[src/rtl/crc_engine.sv]
// CRC-32 register-mapped engine: MSB-first, non-reflected, no final XOR.
// Ports: CLK, nRST (async low), write_enable, register_select,
//   write_data, read_data (comb readback), crc_done (1-cycle pulse).
// Option: define CRC_ENGINE_FAST_EN for 8 bits per BUSY cycle.

package crc_pkg;
  typedef enum logic [2:0] {
    SEL_NONE    = 3'd0,
    CRC_CONTROL = 3'd1,
    CRC_STATUS  = 3'd2,
    CRC_INPUT   = 3'd3,
    CRC_OUTPUT  = 3'd4,
    SEL_OTHER   = 3'd5
  } regsel_t;
endpackage

module crc_engine
  import crc_pkg::*;
#(
  parameter int WORD_SIZE = 32,
  parameter logic [WORD_SIZE-1:0] POLY = 32'h04C11DB7
) (
  input  logic                 CLK,
  input  logic                 nRST,
  input  logic                 write_enable,
  input  regsel_t              register_select,
  input  logic [WORD_SIZE-1:0] write_data,
  output logic [WORD_SIZE-1:0] read_data,
  output logic                 crc_done
);

`ifdef CRC_ENGINE_FAST_EN
  localparam int STEPS = 8;
`else
  localparam int STEPS = 1;
`endif
  localparam int CYCLES = WORD_SIZE / STEPS;
  localparam int CW = (CYCLES > 1) ? $clog2(CYCLES) : 1;

  typedef enum logic {IDLE, BUSY} state_t;

  state_t state, state_next;

  logic [CW-1:0]        cnt;
  logic                 enable;
  logic                 init_zero;
  logic                 overrun;
  logic [WORD_SIZE-1:0] result;
  logic [WORD_SIZE-1:0] work;
  logic [WORD_SIZE-1:0] shift;
  logic [WORD_SIZE-1:0] in_latch;
  logic [WORD_SIZE-1:0] step;

  logic ctrl_wr;
  logic stat_wr;
  logic in_wr;
  logic clear;
  logic accept;
  logic busy;
  logic last;
  logic abort;

  // Advance the CRC by STEPS message bits, MSB first.
  function automatic logic [WORD_SIZE-1:0] crc_step(
    input logic [WORD_SIZE-1:0] c_in,
    input logic [STEPS-1:0]     bits
  );
    logic [WORD_SIZE-1:0] c;
    logic                 fb;
    c = c_in;
    for (int i = STEPS - 1; i >= 0; i--) begin
      fb = c[WORD_SIZE-1] ^ bits[i];
      c  = (c << 1) ^ (fb ? POLY : '0);
    end
    return c;
  endfunction

  assign ctrl_wr = write_enable && (register_select == CRC_CONTROL);
  assign stat_wr = write_enable && (register_select == CRC_STATUS);
  assign in_wr   = write_enable && (register_select == CRC_INPUT);
  assign clear   = ctrl_wr && write_data[1];
  assign busy    = (state == BUSY);
  assign accept  = in_wr && enable && !busy;
  assign last    = (cnt == CW'(CYCLES - 1));
  assign abort   = busy && clear;
  assign step    = crc_step(work, shift[WORD_SIZE-1 -: STEPS]);

  always_ff @(posedge CLK or negedge nRST) begin
    if (!nRST) begin
      state <= IDLE;
    end else begin
      state <= state_next;
    end
  end

  always_comb begin
    state_next = state;
    unique case (state)
      IDLE: begin
        if (accept) begin
          state_next = BUSY;
        end
      end
      BUSY: begin
        if (abort || last) begin
          state_next = IDLE;
        end
      end
      default: state_next = IDLE;
    endcase
  end

  always_ff @(posedge CLK or negedge nRST) begin
    if (!nRST) begin
      cnt       <= '0;
      enable    <= 1'b0;
      init_zero <= 1'b0;
      overrun   <= 1'b0;
      result    <= '1;
      work      <= '1;
      shift     <= '0;
      in_latch  <= '0;
      crc_done  <= 1'b0;
    end else begin
      crc_done <= 1'b0;

      if (ctrl_wr) begin
        enable    <= write_data[0];
        init_zero <= write_data[2];
      end

      // INIT_ZERO is taken from the same write that carries CLEAR.
      if (clear) begin
        result <= write_data[2] ? '0 : '1;
      end

      if (stat_wr && write_data[1]) begin
        overrun <= 1'b0;
      end

      // Disabled writes are dropped before the overrun check.
      if (in_wr && enable && busy) begin
        overrun <= 1'b1;
      end

      if (accept) begin
        shift    <= write_data;
        in_latch <= write_data;
        work     <= result;
        cnt      <= '0;
      end else if (abort) begin
        cnt <= '0;
      end else if (busy) begin
        work  <= step;
        shift <= shift << STEPS;
        if (last) begin
          cnt      <= '0;
          result   <= step;
          crc_done <= 1'b1;
        end else begin
          cnt <= cnt + 1'b1;
        end
      end
    end
  end

  always_comb begin
    read_data = '0;
    unique case (register_select)
      CRC_CONTROL: begin
        read_data[0] = enable;
        read_data[2] = init_zero;
      end
      CRC_STATUS: begin
        read_data[0] = busy;
        read_data[1] = overrun;
      end
      CRC_INPUT:  read_data = in_latch;
      CRC_OUTPUT: read_data = result;
      default:    read_data = '0;
    endcase
  end

endmodule
[config.mk]
export PLATFORM = sky130hd
export DESIGN_NAME = crc_engine
export DESIGN_NICKNAME = d
export VERILOG_FILES = /design/src/rtl/crc_engine.sv
export SDC_FILE = /design/constraint.sdc
export NUM_CORES = 1
export LEC_CHECK = 0
export ABC_AREA = 1
export BUFFER_PORTS_ARGS = -buffer_cell sky130_fd_sc_hd__buf_2
export CORE_MARGIN = 5
export CORE_UTILIZATION = 27
export CTS_BUF_LIST = sky130_fd_sc_hd__clkbuf_16
export DETAILED_ROUTE_END_ITERATION = 8
export PLACE_DENSITY = 0.46
export SYNTH_ARGS = -nofsm -noshare
export SYNTH_HDL_FRONTEND = slang
export SYNTH_SLANG_ARGS = --single-unit
[constraint.sdc]
create_clock -name CLK -period 1.71 [get_ports CLK]
set_input_delay 0.342 -clock CLK [delete_from_list [all_inputs] [get_ports CLK]]
set_output_delay 0.342 -clock CLK [all_outputs]
set_load 0.005 [all_outputs]
==> reports/summary.md <==
TritonCTS built the clock tree. In this run the standard cell core region covers 26000 sq um. The flip-flop and latch count after synthesis is 138, and the number of sinks on the clock net is 138. For the HPWL after detailed placement, the log shows 15000 microns. The routed layout has 6566 vias.

The number of buffers created by CTS came out at 17. Summed over all layers, the routed wires come to 22600 microns. The synthesized netlist contains 21 unique library cells.

The tools report the DRC violation count after routing as 0. The clock arrives with 0.0121 ns of skew. The checks that failed: setup timing.

Dividing the synthesized area by the synthesized cell count gives 7.33 sq um. The path class of the tightest hold or removal check is in2reg. For this run, the number of standard cells in the final layout without fillers is 1407. The tools report the synthesized netlist net count as 1009. Of all flip-flops after synthesis, the portion carrying an async set or reset was 100%.

From bottom edge to top edge, the die measures 172 microns. In this run the clock root is driven by a sky130_fd_sc_hd__clkbuf_16. Across all hold checks on the routed design, the worst slack comes to 0.197 ns.

The number of antenna violations at the first check in global routing was 0. The horizontal die dimension was 172 microns; the final antenna diode count was 0. The count of endpoints failing hold in the final timing report came out at 0. The final-report setup violation count was 1. The tools report the count of synthesis-stage warnings from yosys as 0.

The number of synthesized flops with an enable pin was 0. Capturing element type of the critical path: an output pin. The worst-case IR drop observed on VDD is 0.724 mV. The tool flagged a number of max-cap violations equal to 0. The tools report the gate count after technology mapping as 969. The number of global-route vias before repair is 6396, and the global routing usage summed across all routing layers is 15.4%.

The maximum buffer depth of the clock tree was 2. The count of nets left with antenna violations once routing finished came out at 0. Row generation in the floorplan step produced 59 rows. The synthesis-to-layout area growth works out to 29.8%.

For this run, the post-layout net count is 1099. CTS built an H-tree with a depth of 4. For the static power due to leakage, the log shows 4.82 nW. Setup repair after global routing could not meet its margin everywhere. The run gives 0 as the final number of max-transition violations.

Timing analysis after detailed placement gives a worst setup slack of -0.0991 ns. The maximum fanout count along the critical path is 6. The clock-pin slew on the worst setup and hold paths is 0.07 ns, and the power per standard cell area is 1380 nW/um^2. Clock latency on the worst-skew pair, taken at its later pin, is 0.43 ns. The logs give 35900 microns for the global-route wire length before repair and 27.3% for the starting utilization of the core area. The average routed wire per standard cell works out to 16.1 microns. At the worst endpoint, the arrival time is 1.37 ns. For this run, the register share of the synthesized area comes to 49.7%.

The critical path is of the in2out type. The tools report the final design instance area without fill as 9220 sq um. The number of placed instances, taps included, is 1362.

The die covers 29700 sq um. In this run the cell area measured after placement is 8230 sq um. The prevailing post-synth register cell is sky130_fd_sc_hd__dfrtp_1. Entering global routing, the biggest net connects 37 pins. For the final routed database, the setup TNS stands at -0.000814 ns.

The count of buffers from port buffering is 70, and the overall overflow remaining after global route is 0. For this run, the top clock speed supported by timing is 0.585 GHz. The total power of the final layout was 12.7 mW; the required time at the worst-slack endpoint was 1.37 ns. For the finished layout, the period the worst path requires is 1.71 ns. The logs give 71 for the number of top-level design ports and 5 for the first-pass iteration count of the detailed router. The measured slew at the worst slew-check pin was 0.375 ns; the detailed-route vias per instance was 4.67. Headroom to the max-slew limit: 75.0%.

The final weighted congestion in routability-driven placement was 0.807; the final cycle utilization of the critical path was 100%. Worst setup margin: -0.000814 ns. The first routing iteration left 441 violations. The share of post-route cells with drive strength above 1 is 26.2%, and the post-synthesis instance area is 7100 sq um. The flow ran to the end, but the final reports show violations.

For this run, the share of the core covered by cells in the final layout is 35.5%. STA classifies the critical path startpoint as an input port.
[cell usage in the layout, fill, tap and decap left out, types with 2 or more instances in the layout]
cell type,count
sky130_fd_sc_hd__inv_1,86
sky130_fd_sc_hd__buf_4,31
sky130_fd_sc_hd__buf_8,2
sky130_fd_sc_hd__nor2_2,3
sky130_fd_sc_hd__buf_6,8
sky130_fd_sc_hd__nand2_2,15
sky130_fd_sc_hd__nand2_4,7
sky130_fd_sc_hd__dfrtp_1,74
sky130_fd_sc_hd__o21ai_0,42
sky130_fd_sc_hd__nor2_1,5
sky130_fd_sc_hd__inv_6,8
sky130_fd_sc_hd__clkbuf_16,22
sky130_fd_sc_hd__clkinv_4,3
sky130_fd_sc_hd__ha_2,2
sky130_fd_sc_hd__inv_8,6
sky130_fd_sc_hd__inv_2,4
sky130_fd_sc_hd__o21ai_1,7
sky130_fd_sc_hd__nand4_1,38
sky130_fd_sc_hd__dfstp_2,64
sky130_fd_sc_hd__xor2_1,2
sky130_fd_sc_hd__nand3_1,130
sky130_fd_sc_hd__buf_12,20
sky130_fd_sc_hd__buf_2,67
sky130_fd_sc_hd__o21ai_2,16
sky130_fd_sc_hd__nand2_1,404
[registers in the layout, summed over array words and instances, names as in the netlist]
signal / count
cnt: 5
in_latch: 32
overrun: 1
init_zero: 1
shift: 32
result: 32
busy: 1
crc_done: 1
enable: 1
work: 32
[area by class of cell]
cell class / instances / area (sq um)
well taps: 335 / 419
clock buffers: 17 / 425
flip-flops and latches: 138 / 3530
fillers: 2790 / 16800
repair buffers: 134 / 1220
clock inverters: 15 / 144
inverters: 92 / 358
multi-input cells: 676 / 3110
[repair_timing]
| item | in CTS | in global routing |
|---|---|---|
| gates resized for setup | 10 | 82 |
| gates cloned | 0 | 6 |
| hold buffers | 1 | 0 |
| pin swaps | 0 | 9 |
| setup buffers | 2 | 4 |
| hold endpoints to repair | 10 | 0 |
| setup endpoints to repair | 8 | 51 |
[worst max-delay path, cell delays in order]
cell	delay (ns)
sky130_fd_sc_hd__buf_8	0.08
sky130_fd_sc_hd__inv_6	0.04
sky130_fd_sc_hd__nor3_4	0.32
sky130_fd_sc_hd__buf_6	0.17
sky130_fd_sc_hd__buf_6	0.13
sky130_fd_sc_hd__nand2_2	0.07
sky130_fd_sc_hd__o21ai_1	0.07
sky130_fd_sc_hd__buf_2	0.13
[logic make-up (layout without fill, tap and decap cells)]
| logic type | Yosys count | count (layout) | share of synthesized area [%] |
|---|---|---|---|
| buf+inv | 155 | 258 | 9.00 |
| xor+xnor | 2 | 2 | 0.247 |
| compound gates | 68 | 68 | 4.93 |
| simple gates | 604 | 604 | 35.7 |
| flops | 138 | 138 | 49.7 |
| fa+ha+maj | 2 | 2 | 0.352 |
[layer usage]
layer | track usage (%) | part of all wire [%] | wire length, microns | vias up
met2 | 23.9 | 48 | 10900 | 144
met3 | 2.24 | 3.4 | 780 | 16
met5 | 0 | 0 | 0 | -
li1 | - | - | - | 3261
met4 | 3.96 | 1.1 | 260 | 0
met1 | 22.5 | 47 | 10700 | 3145
[final timing paths]
path,cells past startpoint,end,startpoint,slack (ns)
max in group asynchronous,3,result[12]$_DFF_PN1_,nRST,0.73
worst max-delay path,8,read_data[10],register_select[2],-0.0008
worst min-delay path,3,in_latch[2]$_DFFE_PN0P_,write_data[2],0.20
worst min register to register,2,cnt[4]$_DFFE_PN0P_,cnt[4]$_DFFE_PN0P_,0.48
worst max register to register,12,result[16]$_DFF_PN1_,cnt[0]$_DFFE_PN0P_,0.11
min in group asynchronous,2,in_latch[8]$_DFFE_PN0P_,nRST,0.34
[where the power goes]
part / switching (mW) / leakage, nW / internal, mW
clock network: 1.69 / 0.284 / 1.94
logic: 2.31 / 2.94 / 1.39
registers: 0.692 / 1.60 / 4.65
total: 4.70 / 4.82 / 7.98
[synth_stat cells (4+ instances only)]
cell type                    n  share of area, %
sky130_fd_sc_hd__buf_4       9              0.95
sky130_fd_sc_hd__inv_2       4              0.21
sky130_fd_sc_hd__dfrtp_1    74                26
sky130_fd_sc_hd__nor2_1      6              0.32
sky130_fd_sc_hd__buf_2      19               1.3
sky130_fd_sc_hd__nand3_1   130               9.2
sky130_fd_sc_hd__nand4_1    38               3.3
sky130_fd_sc_hd__o21ai_0    65               4.6
sky130_fd_sc_hd__inv_1      88               4.7
sky130_fd_sc_hd__clkbuf_1   33               1.7
sky130_fd_sc_hd__dfstp_2    64                24
sky130_fd_sc_hd__nand2_1   426                23
Power figures use the tool's default switching activity.
